## src/rtl/life_frame_scanner.sv

```systemverilog
// life_frame_scanner: walks the sixteen 4x4 blocks of a 16x16 Life array,
// accumulating the live-cell count and a "nothing changed" flag, then
// publishes per-frame statistics (population, extinction, stillness,
// still-run length and generation count) in a single DONE cycle.
module life_frame_scanner (
  input  logic        clk,
  input  logic        reset,
  input  logic        start,
  input  logic [3:0]  host_selector,
  input  logic [15:0] valo,
  input  logic [15:0] valo_prev,
  output logic [3:0]  valo_selector,
  output logic        busy,
  output logic        done,
  output logic        frame_valid,
  output logic [8:0]  population,
  output logic        extinct,
  output logic        still,
  output logic [7:0]  still_run,
  output logic [15:0] generation
);

  typedef enum logic [1:0] {
    ST_IDLE = 2'd0,
    ST_SCAN = 2'd1,
    ST_DONE = 2'd2
  } state_t;

  // Number of live cells in one 4x4 block.
  function automatic logic [4:0] popcount16(input logic [15:0] v);
    logic [4:0] cnt;
    cnt = 5'd0;
    for (int i = 0; i < 16; i++) begin
      cnt = cnt + {4'd0, v[i]};
    end
    return cnt;
  endfunction

  // Saturating increment used for the still-run counter.
  function automatic logic [7:0] sat_inc8(input logic [7:0] v);
    logic [7:0] r;
    if (v == 8'd255) begin
      r = 8'd255;
    end else begin
      r = v + 8'd1;
    end
    return r;
  endfunction

  state_t      state_r;
  state_t      state_s;
  logic [3:0]  index_r;
  logic [8:0]  acc_r;
  logic        still_acc_r;

  logic        load_s;
  logic        step_s;
  logic        finish_s;
  logic [8:0]  acc_sum_s;
  logic        still_sum_s;

  logic        busy_r;
  logic        done_r;
  logic        frame_valid_r;
  logic [8:0]  population_r;
  logic        extinct_r;
  logic        still_r;
  logic [7:0]  still_run_r;
  logic [15:0] generation_r;

  // Running totals including the block currently on the valo bus; these are
  // what the accumulators and, on the last block, the results take.
  always_comb begin
    acc_sum_s   = acc_r + {4'd0, popcount16(valo)};
    still_sum_s = still_acc_r & (valo == valo_prev);
  end

  // Next-state decode and block-select mux; the host owns the array only
  // while idle, the scanner owns it for the whole busy window.
  always_comb begin
    state_s       = state_r;
    valo_selector = host_selector;
    load_s        = 1'b0;
    step_s        = 1'b0;
    finish_s      = 1'b0;
    case (state_r)
      ST_IDLE: begin
        valo_selector = host_selector;
        if (start) begin
          state_s = ST_SCAN;
          load_s  = 1'b1;
        end else begin
          state_s = ST_IDLE;
        end
      end
      ST_SCAN: begin
        valo_selector = index_r;
        step_s        = 1'b1;
        if (index_r == 4'd15) begin
          state_s  = ST_DONE;
          finish_s = 1'b1;
        end else begin
          state_s = ST_SCAN;
        end
      end
      ST_DONE: begin
        valo_selector = index_r;
        state_s       = ST_IDLE;
      end
      default: begin
        valo_selector = host_selector;
        state_s       = ST_IDLE;
      end
    endcase
  end

  // State register plus the busy/done flags, both derived from the next state
  // so they line up with the SCAN/DONE cycles themselves.
  always_ff @(posedge clk) begin
    if (reset) begin
      state_r <= ST_IDLE;
      busy_r  <= 1'b0;
      done_r  <= 1'b0;
    end else begin
      state_r <= state_s;
      busy_r  <= (state_s != ST_IDLE);
      done_r  <= finish_s;
    end
  end

  // Block index and partial-frame accumulators; never routed to outputs.
  always_ff @(posedge clk) begin
    if (reset) begin
      index_r     <= 4'd0;
      acc_r       <= 9'd0;
      still_acc_r <= 1'b0;
    end else if (load_s) begin
      index_r     <= 4'd0;
      acc_r       <= 9'd0;
      still_acc_r <= 1'b1;
    end else if (step_s) begin
      index_r     <= index_r + 4'd1;
      acc_r       <= acc_sum_s;
      still_acc_r <= still_sum_s;
    end
  end

  // Frame results: updated only on the edge that consumes the last block,
  // so an aborted scan never disturbs them beyond what reset clears.
  always_ff @(posedge clk) begin
    if (reset) begin
      frame_valid_r <= 1'b0;
      population_r  <= 9'd0;
      extinct_r     <= 1'b0;
      still_r       <= 1'b0;
    end else if (finish_s) begin
      frame_valid_r <= 1'b1;
      population_r  <= acc_sum_s;
      extinct_r     <= (acc_sum_s == 9'd0);
      still_r       <= still_sum_s;
    end
  end

  // Frame history counters: still-run saturates, generation wraps.
  always_ff @(posedge clk) begin
    if (reset) begin
      still_run_r  <= 8'd0;
      generation_r <= 16'd0;
    end else if (finish_s) begin
      still_run_r  <= still_sum_s ? sat_inc8(still_run_r) : 8'd0;
      generation_r <= generation_r + 16'd1;
    end
  end

  assign busy        = busy_r;
  assign done        = done_r;
  assign frame_valid = frame_valid_r;
  assign population  = population_r;
  assign extinct     = extinct_r;
  assign still       = still_r;
  assign still_run   = still_run_r;
  assign generation  = generation_r;

endmodule

```

## config.mk

```make
export PLATFORM = sky130hd
export DESIGN_NAME = life_frame_scanner
export DESIGN_NICKNAME = d
export VERILOG_FILES = /design/src/rtl/life_frame_scanner.sv
export SDC_FILE = /design/constraint.sdc
export NUM_CORES = 1
export LEC_CHECK = 0
export ABC_AREA = 1
export BUFFER_PORTS_ARGS = -buffer_cell sky130_fd_sc_hd__buf_4
export CORE_UTILIZATION = 25
export CTS_CLUSTER_DIAMETER = 80
export CTS_CLUSTER_SIZE = 24
export DETAILED_ROUTE_END_ITERATION = 8
export HOLD_SLACK_MARGIN = 0.12
export PLACE_DENSITY = 0.46
export SLEW_MARGIN = 20
export SYNTH_ARGS = -nofsm -noshare
export SYNTH_HDL_FRONTEND = slang
export SYNTH_SLANG_ARGS = --single-unit
```

## constraint.sdc

```tcl
create_clock -name clk -period 9.2 [get_ports clk]
set_input_delay 0.46 -clock clk [delete_from_list [all_inputs] [get_ports clk]]
set_output_delay 0.46 -clock clk [all_outputs]
set_load 0.005 [all_outputs]
```

After elaboration in Yosys (flattened, before gate mapping)
Index checks and enable logic that the tools add are counted.

operators by class
  add/subtract/negate cells = 19
  multiply operators = 0
  divide/modulo/power cells = 0
  order comparisons = 0
  equality and inequality tests = 5
  shift-type cells = 0
  multiplexer cells = 13
  bitwise logic cells = 1
  reduce and logical (&&, ||, !) cells = 6

operators by type and width
  operator                 count
  $add A5 B1 Y5            11
  $add A16 B1 Y16 const B  1
  $eq A16 B16 Y1           1
  $mux W8                  2
  $add A9 B5 Y9            1
  $logic_not A9 Y1         1
  $add A8 B1 Y8 const B    1
  $eq A8 B8 Y1 const B     1
  $mux W1                  8
  $add A4 B1 Y5            1
  $add A3 B1 Y4            1
  $add A4 B1 Y4 const B    1
  $eq A4 B4 Y1 const B     1
  $mux W4                  1
  $pmux W2 S2              1
  $reduce_bool A2 Y1       2
  $reduce_or A2 Y1         2
  $add A2 B1 Y3            1
  $add A1 B1 Y2            1
  $eq A2 B1 Y1 const B     1
  $eq A2 B2 Y1 const B     1
  $logic_not A2 Y1         1
  $mux W2                  1
  $and A1 B1 Y1            1

word-level totals
  bits in registers = 54
  latch bits = 0
  bits in writable memories = 0
  memory bits (read-only) = 0
  word-level logic and storage cells = 56
  memories kept = 0

Logic depth before layout (Yosys ltp)
Gate-level depths: netlist (run 1).

  depth after elaboration = 17
  depth in mapped cells = 19
  mapped depth without buffers = 19

Least setup slack after synthesis (run 1)
Ideal clock, no wire load.

  kind = input -> register
  start point = in valo[0]
  end point = reg extinct_r, in the netlist extinct
  setup time = 70 ps
  arrival time = 3852 ps
  data required time = 9130 ps
  path slack = 5278 ps
  stages = 15
  buffers on the path = 0
  path through = fa_1 -> inv_1 -> fa_1 -> fa_1 -> fa_1 -> fa_1 -> inv_1 -> fa_1 -> inv_1 -> nand2_1 -> nor2_1 -> nand3_1 -> nor2_1 -> nand3_1 -> a21oi_1

between the ends
  cells in the longest elaborated chain, start to end = 17

ends and longest elaborated chain
  what                         line  source
  from (decl)                  10    input logic [15:0] valo,
  $add A1 B1 Y2                34    cnt = cnt + {4'd0, v[i]};
  $add A2 B1 Y3                34
  $add A3 B1 Y4                34
  $add A4 B1 Y5                34
  $add A5 B1 Y5 (11 in a row)  34
  $add A9 B5 Y9                74    acc_sum_s = acc_r + {4'd0, popcount16(valo)};
  net acc_sum_s[1]             59    logic [8:0] acc_sum_s;
  $logic_not A9 Y1             159   extinct_r <= (acc_sum_s == 9'd0);
  to (signal assigned)         159
  to (decl)                    66    logic extinct_r;

The timed path passes the listed nets, and every way through them passes these cells.
A chain may end at the register's enable or synchronous reset.

Worst setup path in the final report (run 1)
Ends and elaborated chain as after synthesis.

==> out/qor.yml, run 1 <==
yosys-top-cells-area: "dfxtp_1, nand2_1, inv_1"
fin_crit_ns: 3.960
routed-via-count: 3180
totalNegativeSetupSlack_ns: 0
synth_flop_cell: "dfxtp_1"
synth_nets: 548
grt_max_degree: 32
ctsResizeCount: 0
path_clk_slew_ns: 0.07
pre_cts_ws_ns: 4.916
cp_num_buf_inv: 4
initial_utilization_pct: 25.82
grt_pass1_wl_um: 14450
postCtsSetupRepairBufs: 0
drv_slew: 0
htreeDepth: 2
critPathMaxStageDelay_ns: 0.54
ant_nets: 0
max_cap_viol_count: 0
setup_viol_count_final: 0
fp.coreArea_um2: 12670
worstSetupStartpointType: "input port"
fin_area_um2: 4213
drc: 0
numCtsBuffers: 5
cp-end-kind: "flop"
rows: 41
yosysWarnings: 0
finalPower_w: 0.0006882
path_cells: "buf_4 -> fa_1 -> inv_1 -> fa_1 -> fa_1 -> fa_1 -> fa_1 -> inv_1 -> fa_1 -> inv_1 -> nand2_1 -> nor2_1 -> nand3_1 -> nor2_1 -> nand3_1 -> a21oi_1"
fmax_mhz: 252.5
ir_drop_mv: 0.09567
antenna_cells: 0
critPathArrivalTime_ns: 4.18
cts_max_path_buffers: 2
numClockSinks: 53
syn_inst: 484
root_buffer: "clkbuf_16"
r2r_setup_slack_ns: 5.73
cp_top_family: "adder cells"
post_drt_via_cell_ratio: 4.332
ys_seq_elements: 53
final_nets: 625
finalClockSkew_ns: 0.008493
n_fill_cell: 1386
crit_top_cell: "fa_1"
yosysMostFrequentCell: "nand2_1"
finalWirelength_um: 8849
drtIter0Drc: 159
postSynth.asyncResetShare_pct: 0
synth-edff-count: 0
drive_gt1_share_pct: 17.08
rsz0062_at_grt: "no"
hold_class: "flop to flop"
netlist_area_um2: 3272
worstMarginPinSlew_ns: 0.8812
cellPowerDensity_nw_per_um2: 163.4
pin_count: 81
fin_util_pct: 33.25
leakagePower_nw: 2.057
grt_pass1_vias: 2942
io_buffer_count: 80
fin_crit_sh_pct: 43.05
die_h_um: 116.4
postCtsHoldBufs: 0
crit_fanout: 3
drt-pass1-iter-count: 7
grt-ovfl-total: 0
die-area_um2: 13550
synth_common_cells: "nand2_1, inv_1, dfxtp_1"
cts_tree: "built"
slew_headroom_pct: 41.04
critPathSlowestCell: "fa_1"
ys_types: 30
dpl_cell_area_um2: 4044
outcome: "finished clean"
grt_usage_pct: 13.68
die_w_um: 116.4
antenna_found_initial: 0
dp_hpwl_um: 6817
timing.final.hold_violations: 0
seq_area_frac_synth_pct: 32.43
syn_area_per_cell_um2: 6.760
hold_depth: 2
place.gp.congestion: 0.8110
worst_r2r_path_depth: 14
setup_ws_ns: 5.240
crit_type: "input port to flop"
syn_to_final_growth_pct: 28.76
yosysTopAreaCell: "dfxtp_1"
clk_latency_ns: 0.29
required_ns: 9.42
avgRoutedWirePerCell_um: 12.06
crit_cells: 16
synth.top_cell.area_share_pct: 32.43
worst reg2reg max path, stage by stage (launching register included):
cell and delay [ns]:
dfxtp_1 0.31, inv_1 0.06, fa_1 0.51, fa_1 0.54, fa_1 0.43, fa_1 0.37
inv_1 0.12, fa_1 0.45, inv_1 0.09, nand2_1 0.05, nor2_1 0.10, nand3_1 0.08
nor2_1 0.10, nand3_1 0.07, a21oi_1 0.11
through the flow:
stage,hold WS (ns),cells
floorplan,0.4453,484
global placement,0.4557,726
detailed placement,0.4718,726
CTS,0.4842,734
global route,0.5020,734
finish,0.4803,734
final timing paths:
| kind | startpoint | endpoint |
|---|---|---|
| min reg2reg | acc_r[1] | acc_r[1] |
| max | valo[0] | extinct |
| max reg2reg | acc_r[0] | extinct |
| min | acc_r[1] | acc_r[1] |
state kept, by name (all words and copies together) (netlist names):
register     cells
acc_r            9
still_acc_r      1
index_r          4
busy             1
frame_valid      1
population       9
generation      16
extinct          1
state_r          2
still_run        8
still            1
logic make-up (layout without fill, tap and decap cells):
group | after synthesis | count (layout) | share of synthesized area (%)
buffers and inverters | 106 | 184 | 12.35
flip-flops | 53 | 53 | 32.43
XOR/XNOR | 4 | 4 | 1.071
AO/OA/AOI/OAI | 82 | 82 | 13.31
adder cells (fa/ha/maj) | 25 | 25 | 12.31
multiplexers | 1 | 1 | 0.3441
AND/OR/NAND/NOR | 213 | 213 | 28.18
metal layers:
metal | vias up | global-route usage (%) | wire length [um]
met5 | - | 0 | 0
met1 | 1443 | 17.73 | 4164
li1 | 1683 | - | -
met4 | 0 | 2.821 | 66
met3 | 5 | 2.439 | 309
met2 | 49 | 23.67 | 4308
placed cells by master, fill, tap and decap left out, drive strengths merged:
cell,n
bufinv,1
nor3,10
ha,13
o211ai,4
o21ai,33
o21a,2
xor2,2
nor3b,1
dfxtp,53
mux2,1
fa,12
nand3b,1
a211oi,1
clkinv,2
nand4,13
inv,96
nand3,22
xnor2,2
a21oi,38
a31oi,3
clkbuf,5
a41oi,1
nand2,123
nor2,42
nor4,1
buf,80
report_power, final:
group / switching, W / internal, W
clock network: 0.0000899 / 0.000129
registers: 0.00000374 / 0.000235
logic: 0.000143 / 0.0000875
total: 0.000237 / 0.000451
cell type report:
| cell class | count | area (um2) | share of cell area [%] |
|---|---|---|---|
| inverter | 96 | 360.3 | 8.554 |
| sequential | 53 | 1061 | 25.19 |
| tap | 172 | 215.2 | 5.108 |
| clock inverter | 3 | 43.79 | 1.040 |
| multi-input combinational | 325 | 1807 | 42.89 |
| clock buffer | 5 | 125.1 | 2.970 |
| timing repair buffer | 80 | 600.6 | 14.26 |
(Power assumes the default switching activity.)
==> run 2: changes to the inputs <==
Settings changed: PLACE_DENSITY 0.46 to 0.47.
Clock period 9.2 ns to 3.6 ns, I/O delays scaled along.
==> run 2 against run 1 <==
Effect of this change:
- cell count increased by 2.5%
- combinational power increased to 3.4 times the previous value
- via count increased by 0.35%
- die area unchanged
- critical endpoint unchanged
- largest power group is now combinational cells
==> out/qor.yml, run 2 (synthesis gave the netlist of run 1 again) <==
worstSetupStartpointType: "input port"  # unchanged
drv_slew: 0  # unchanged
final_nets: 643  # was 625
cts_max_path_buffers: 2  # unchanged
initial_utilization_pct: 25.82  # unchanged
dp_hpwl_um: 6723  # was 6817 um
root_buffer: "clkbuf_16"  # unchanged
postCtsHoldBufs: 0  # unchanged
grt_pass1_vias: 3054  # was 2942
layout_commonest_cell: "nand2_1"  # unchanged
fmax_mhz: 284.2
cts_tree: "built"  # unchanged
post_drt_via_cell_ratio: 4.243  # was 4.332
numCtsBuffers: 5  # unchanged
p_int_w: 0.001231  # was 0.0004514 W
hold_depth: 3  # was 2
gr-usage-met2_pct: 22.45  # was 23.67%
crit_fanout: 2  # was 3
clk_latency_ns: 0.29  # about the same
drc: 0  # unchanged
critPathSlowestCell: "fa_1"  # unchanged
max_cap_viol_count: 0  # unchanged
grt_usage_pct: 13.55  # was 13.68%
fp.coreArea_um2: 12670  # unchanged
drive_gt1_share_pct: 21.03  # was 17.08%
grt.busiest_layer: "met2"  # unchanged
drtIter0Drc: 187  # was 159
finalWirelength_um: 8472  # was 8849 um
ant_nets: 0  # unchanged
layout_common_cells: "nand2_1, buf_4, inv_1"  # was nand2_1, inv_1, buf_4
worstMarginPinSlew_ns: 0.9646  # was 0.8812 ns
power_frac_clock_pct: 25.8  # was 31.8%
grt_use_met1_pct: 18.49  # was 17.73%
pin_count: 81  # unchanged
cellPowerDensity_nw_per_um2: 434.7  # was 163.4 nW/um2
power.share.sequential_pct: 32.2  # was 34.7%
pwr-share-comb_pct: 42.0  # was 33.5%
pre_cts_ws_ns: -0.2931  # was 4.916 ns
ir_drop_mv: 0.1831  # was 0.09567 mV
avgRoutedWirePerCell_um: 11.27  # was 12.06 um
path_cells: "buf_6 -> fa_1 -> inv_1 -> fa_1 -> fa_1 -> fa_1 -> fa_2 -> inv_2 -> fa_2 -> inv_2 -> nand2_2 -> nor2_2 -> nand3_1 -> nor2_1 -> nand3_1 -> a21oi_1"  # was buf_4 -> fa_1 -> inv_1 -> fa_1 -> fa_1 -> fa_1 -> fa_1 -> inv_1 -> fa_1 -> inv_1 -> nand2_1 -> nor2_1 -> nand3_1 -> nor2_1 -> nand3_1 -> a21oi_1
whs_ns: 0.2374  # was 0.4803 ns
required_ns: 3.83  # was 9.42 ns
critPathArrivalTime_ns: 3.75  # was 4.18 ns
drt-pass1-iter-count: 4  # was 7
switching_share_pct: 34.95  # was 34.41%
syn_to_final_growth_pct: 33.08  # was 28.76%
cp-end-kind: "flop"  # unchanged
r2r_setup_slack_ns: 0.25  # was 5.73 ns
place.gp.congestion: 0.7811  # was 0.8110
fin_crit_sh_pct: 97.75
rsz0062_at_grt: "yes"  # was no
crit_type: "input port to flop"  # unchanged
io_buffer_count: 80  # unchanged
rows: 41  # unchanged
fin_area_um2: 4354  # was 4213 um2
antenna_found_initial: 0  # unchanged
timing.final.hold_violations: 0  # unchanged
numClockSinks: 53  # unchanged
critPathMaxStageDelay_ns: 0.53  # was 0.54 ns
totalNegativeSetupSlack_ns: 0  # unchanged
setup_ws_ns: 0.08110  # was 5.240 ns
p_switching_w: 0.0006616  # was 0.0002368 W
die_h_um: 116.4  # unchanged
crit_top_cell: "fa_1"  # unchanged
htreeDepth: 2  # unchanged
outcome: "finished clean"  # unchanged
largest_reg_flops: 16  # unchanged
die-area_um2: 13550  # unchanged
dpl_cell_area_um2: 4182  # was 4044 um2
worst_r2r_path_depth: 14  # unchanged
die_w_um: 116.4  # unchanged
hold_class: "input port to flop"  # was flop to flop
setup_viol_count_final: 0  # unchanged
path_clk_slew_ns: 0.08  # was 0.07 ns
slew_headroom_pct: 35.46  # was 41.04%
leakagePower_nw: 2.133  # was 2.057 nW
antenna_cells: 0  # unchanged
routed-via-count: 3191  # was 3180
grt_util_met3_pct: 2.128  # was 2.439%
fin_crit_ns: 3.519
finalClockSkew_ns: 0.009150  # was 0.008493 ns
grt-ovfl-total: 0  # unchanged
fin_util_pct: 34.36  # was 33.25%
grt_max_degree: 26  # was 32
grt_pass1_wl_um: 14480  # was 14450 um
[run 2: cell count changes in the layout (fill, tap and decap cells not counted), sizes merged]
cell | before | now
clkinv | 2 | 4
buf | 80 | 98
inv | 96 | 95
bufinv | 1 | 0
[run 2: critical path, delay by kind of cell]
family	cells	cell delay [ns]
AND/OR/NAND/NOR	5	0.43
adder cells (fa/ha/maj)	6	2.73
AO/OA/AOI/OAI	1	0.11
buffers and inverters	4	0.30
[run 2: what timing repair did]
| action | 4_1_cts | 5_1_grt |
|---|---|---|
| gates resized for setup | 0 | 11 |
| hold endpoints to repair | 0 | 0 |
| setup buffers | 0 | 0 |
| setup endpoints to repair | 0 | 7 |
[run 2: worst paths after layout]
kind | from | end
worst min register to register | still | still
worst min-delay path | start | busy
worst max-delay path | valo[11] | extinct
worst max register to register | acc_r[0] | extinct
[run 2: power by group through the flow]
stage	Sequential (W)	Combinational, W	Clock, W
after floorplan	0.000620	0.000430	0
after global routing	0.000611	0.000914	0.000528
final	0.000609	0.000795	0.000489
after detailed placement	0.000622	0.000755	0
after CTS	0.000609	0.000758	0.000502
after global placement	0.000623	0.000753	0
[run 2: per-layer routing]
layer	vias up	share of wire (%)	wire [um]
li1	1716	-	-
met2	58	46	3939
met4	0	0.76	64
met5	-	0	0
met3	4	4.1	348
met1	1413	49	4120
[run 2: layout make-up]
cell class / count / area [um2]
sequential: 53 / 1061
tap: 172 / 215.2
multi-input combinational: 325 / 1827
clock buffer: 5 / 125.1
clock inverter: 3 / 22.52
fill: 1403 / 8317
inverter: 96 / 360.3
timing repair buffer: 98 / 743.2
[run 2: through the flow]
step | instances | power [W]
floorplan | 484 | 0.001051
global route | 752 | 0.002053
global placement | 744 | 0.001376
finish | 752 | 0.001893
detailed placement | 744 | 0.001377
CTS | 752 | 0.001868
==> run 3: changes to the inputs <==
Settings changed: CELL_PAD_IN_SITES_DETAIL_PLACEMENT set to 1, CELL_PAD_IN_SITES_GLOBAL_PLACEMENT set to 2, PLACE_DENSITY 0.47 to 0.76.
==> run 3 against run 2 <==
Effect of this change:
- the run now ends with setup timing left
- fmax is 2.5% lower
- utilization is 0.31 points higher
- worst hold slack better by 0.011 ns
- global-route usage is 1.5 points higher
- register-to-register slack worse by 0.09 ns
- cell area is 0.89% higher
- total power is 6.1% higher
- cell count is 0.40% higher
- via count is 3.9% higher
- clock power is 3% lower
- first-iteration DRC count is 24% lower
- wire length is 15% higher
- largest cell class unchanged
- highest routed layer unchanged
==> out/qor.yml, run 3 (synthesis gave the netlist of run 1 again) <==
fin_area_um2: 4393  # was 4354 um2
timing.final.hold_violations: 0  # unchanged
worstSetupStartpointType: "input port"  # unchanged
layout_common_cells: "nand2_1, buf_4, inv_1"  # unchanged
die_w_um: 116.4  # unchanged
antenna_found_initial: 0  # unchanged
layout_commonest_cell: "nand2_1"  # unchanged
fp.coreArea_um2: 12670  # unchanged
io_buffer_count: 80  # unchanged
syn_to_final_growth_pct: 34.26  # was 33.08%
avgRoutedWirePerCell_um: 12.87  # was 11.27 um
numCtsBuffers: 5  # unchanged
drive_gt1_share_pct: 22.47  # was 21.03%
grt-ovfl-total: 0  # unchanged
clk_latency_ns: 0.29  # about the same
path_clk_slew_ns: 0.07  # was 0.08 ns
drv_slew: 0  # unchanged
drt-pass1-iter-count: 4  # unchanged
grt_max_degree: 23  # was 26
fin_crit_ns: 3.609  # was 3.519 ns
setup_viol_count_final: 1  # was 0
post_drt_via_cell_ratio: 4.391  # was 4.243
cp_top_family: "adder cells"  # unchanged
max_cap_viol_count: 0  # unchanged
die_h_um: 116.4  # unchanged
finalClockSkew_ns: 0.008482  # was 0.009150 ns
totalNegativeSetupSlack_ns: -0.008511  # was 0 ns
largest_reg_flops: 16  # unchanged
grt_pass1_wl_um: 15810  # was 14480 um
setup_ws_ns: -0.008511  # was 0.08110 ns
routed-via-count: 3315  # was 3191
drtIter0Drc: 142  # was 187
fin_util_pct: 34.67  # was 34.36%
cp-end-kind: "flop"  # unchanged
cellPowerDensity_nw_per_um2: 457.4  # was 434.7 nW/um2
die-area_um2: 13550  # unchanged
crit_top_cell: "fa_1"  # unchanged
grt_usage_pct: 15.03  # was 13.55%
cp_num_buf_inv: 8  # was 4
slew_headroom_pct: 33.97  # was 35.46%
critPathSlowestCell: "fa_1"  # unchanged
stdcell_count: 755  # was 752
worstMarginPinSlew_ns: 0.9868  # was 0.9646 ns
violations: "setup timing"
finalPower_w: 0.002009  # was 0.001893 W
crit_type: "input port to flop"  # unchanged
dp_hpwl_um: 7842  # was 6723 um
antenna_cells: 0  # unchanged
fin_crit_sh_pct: 100.2  # was 97.75%
rows: 41  # unchanged
cts_tree: "built"  # unchanged
place_inst: 744  # unchanged
critPathArrivalTime_ns: 3.82  # was 3.75 ns
dpl_cell_area_um2: 4182  # unchanged
numClockSinks: 53  # unchanged
rsz0062_at_grt: "yes"  # unchanged
fmax_mhz: 277.1  # was 284.2 MHz
finalWirelength_um: 9717  # was 8472 um
drc: 0  # unchanged
path_cells: "buf_6 -> fa_1 -> inv_2 -> fa_1 -> fa_1 -> fa_1 -> fa_2 -> inv_2 -> fa_2 -> inv_2 -> buf_4 -> buf_6 -> buf_4 -> buf_4 -> a211oi_2"  # was buf_6 -> fa_1 -> inv_1 -> fa_1 -> fa_1 -> fa_1 -> fa_2 -> inv_2 -> fa_2 -> inv_2 -> nand2_2 -> nor2_2 -> nand3_1 -> nor2_1 -> nand3_1 -> a21oi_1
required_ns: 3.81  # was 3.83 ns
crit_fanout: 2  # unchanged
cts_max_path_buffers: 2  # unchanged
final_nets: 646  # was 643
n_fill_cell: 1617  # was 1403
ant_nets: 0  # unchanged
place.gp.congestion: 0.7741  # was 0.7811
pin_count: 81  # unchanged
htreeDepth: 2  # unchanged
leakagePower_nw: 2.136  # was 2.133 nW
ir_drop_mv: 0.2181  # was 0.1831 mV
grt_pass1_vias: 3294  # was 3054
hold_class: "input port to flop"  # unchanged
initial_utilization_pct: 25.82  # unchanged
root_buffer: "clkbuf_16"  # unchanged
outcome: "finished, violations left"  # was finished clean
critPathMaxStageDelay_ns: 0.55  # was 0.53 ns
postCtsHoldBufs: 0  # unchanged
[run 3: final cells by class]
class / count / area (um2) / share of cell area, %
tap: 172 / 215.2 / 4.899
clock buffer: 6 / 128.9 / 2.934
inverter: 96 / 360.3 / 8.203
clock inverter: 2 / 15.01 / 0.3418
multi-input combinational: 325 / 1843 / 41.95
sequential: 53 / 1061 / 24.15
timing repair buffer: 101 / 769.5 / 17.52
[run 3: worst paths after layout]
check,startpoint,end,slack [ns],depth (start not counted)
setup / recovery,valo[3],population[1],-0.009,15
hold / removal,start,busy,0.25,3
setup reg to reg,acc_r[0],population[1],0.16,13
hold reg to reg,still,still,0.46,2
[run 3: power breakdown]
group,internal [W],switching (W)
Clock,0.000258,0.000215
Combinational,0.000450,0.000476
Sequential,0.000600,0.00000947
[run 3: repair_timing]
action | CTS | global route
setup buffers | 2 | 1
resized for setup | 5 | 15
setup endpoints to repair | 2 | 7
pin swaps | 7 | 10
hold endpoints to repair | 0 | 0
[run 3: per-layer routing]
| layer | GRT usage [%] | share of wire (%) |
|---|---|---|
| met2 | 26.43 | 50 |
| met5 | 0 | 0 |
| met1 | 19.43 | 47 |
| met4 | 2.564 | 0.57 |
| met3 | 2.543 | 2.6 |
[run 3: metrics by stage]
step	setup slack, ns	hold slack, ns
after floorplan	0.006255	0.3635
after global placement	-0.2635	0.4532
after detailed placement	-0.3614	0.4564
after CTS	-0.02914	0.2354
after global routing	-0.1386	0.2448
final	-0.008511	0.2488
[run 3: tightest hold or removal path, stage by stage]
cell     delay (ns)
buf_4          0.11
nand2_1        0.10
a21oi_1        0.09
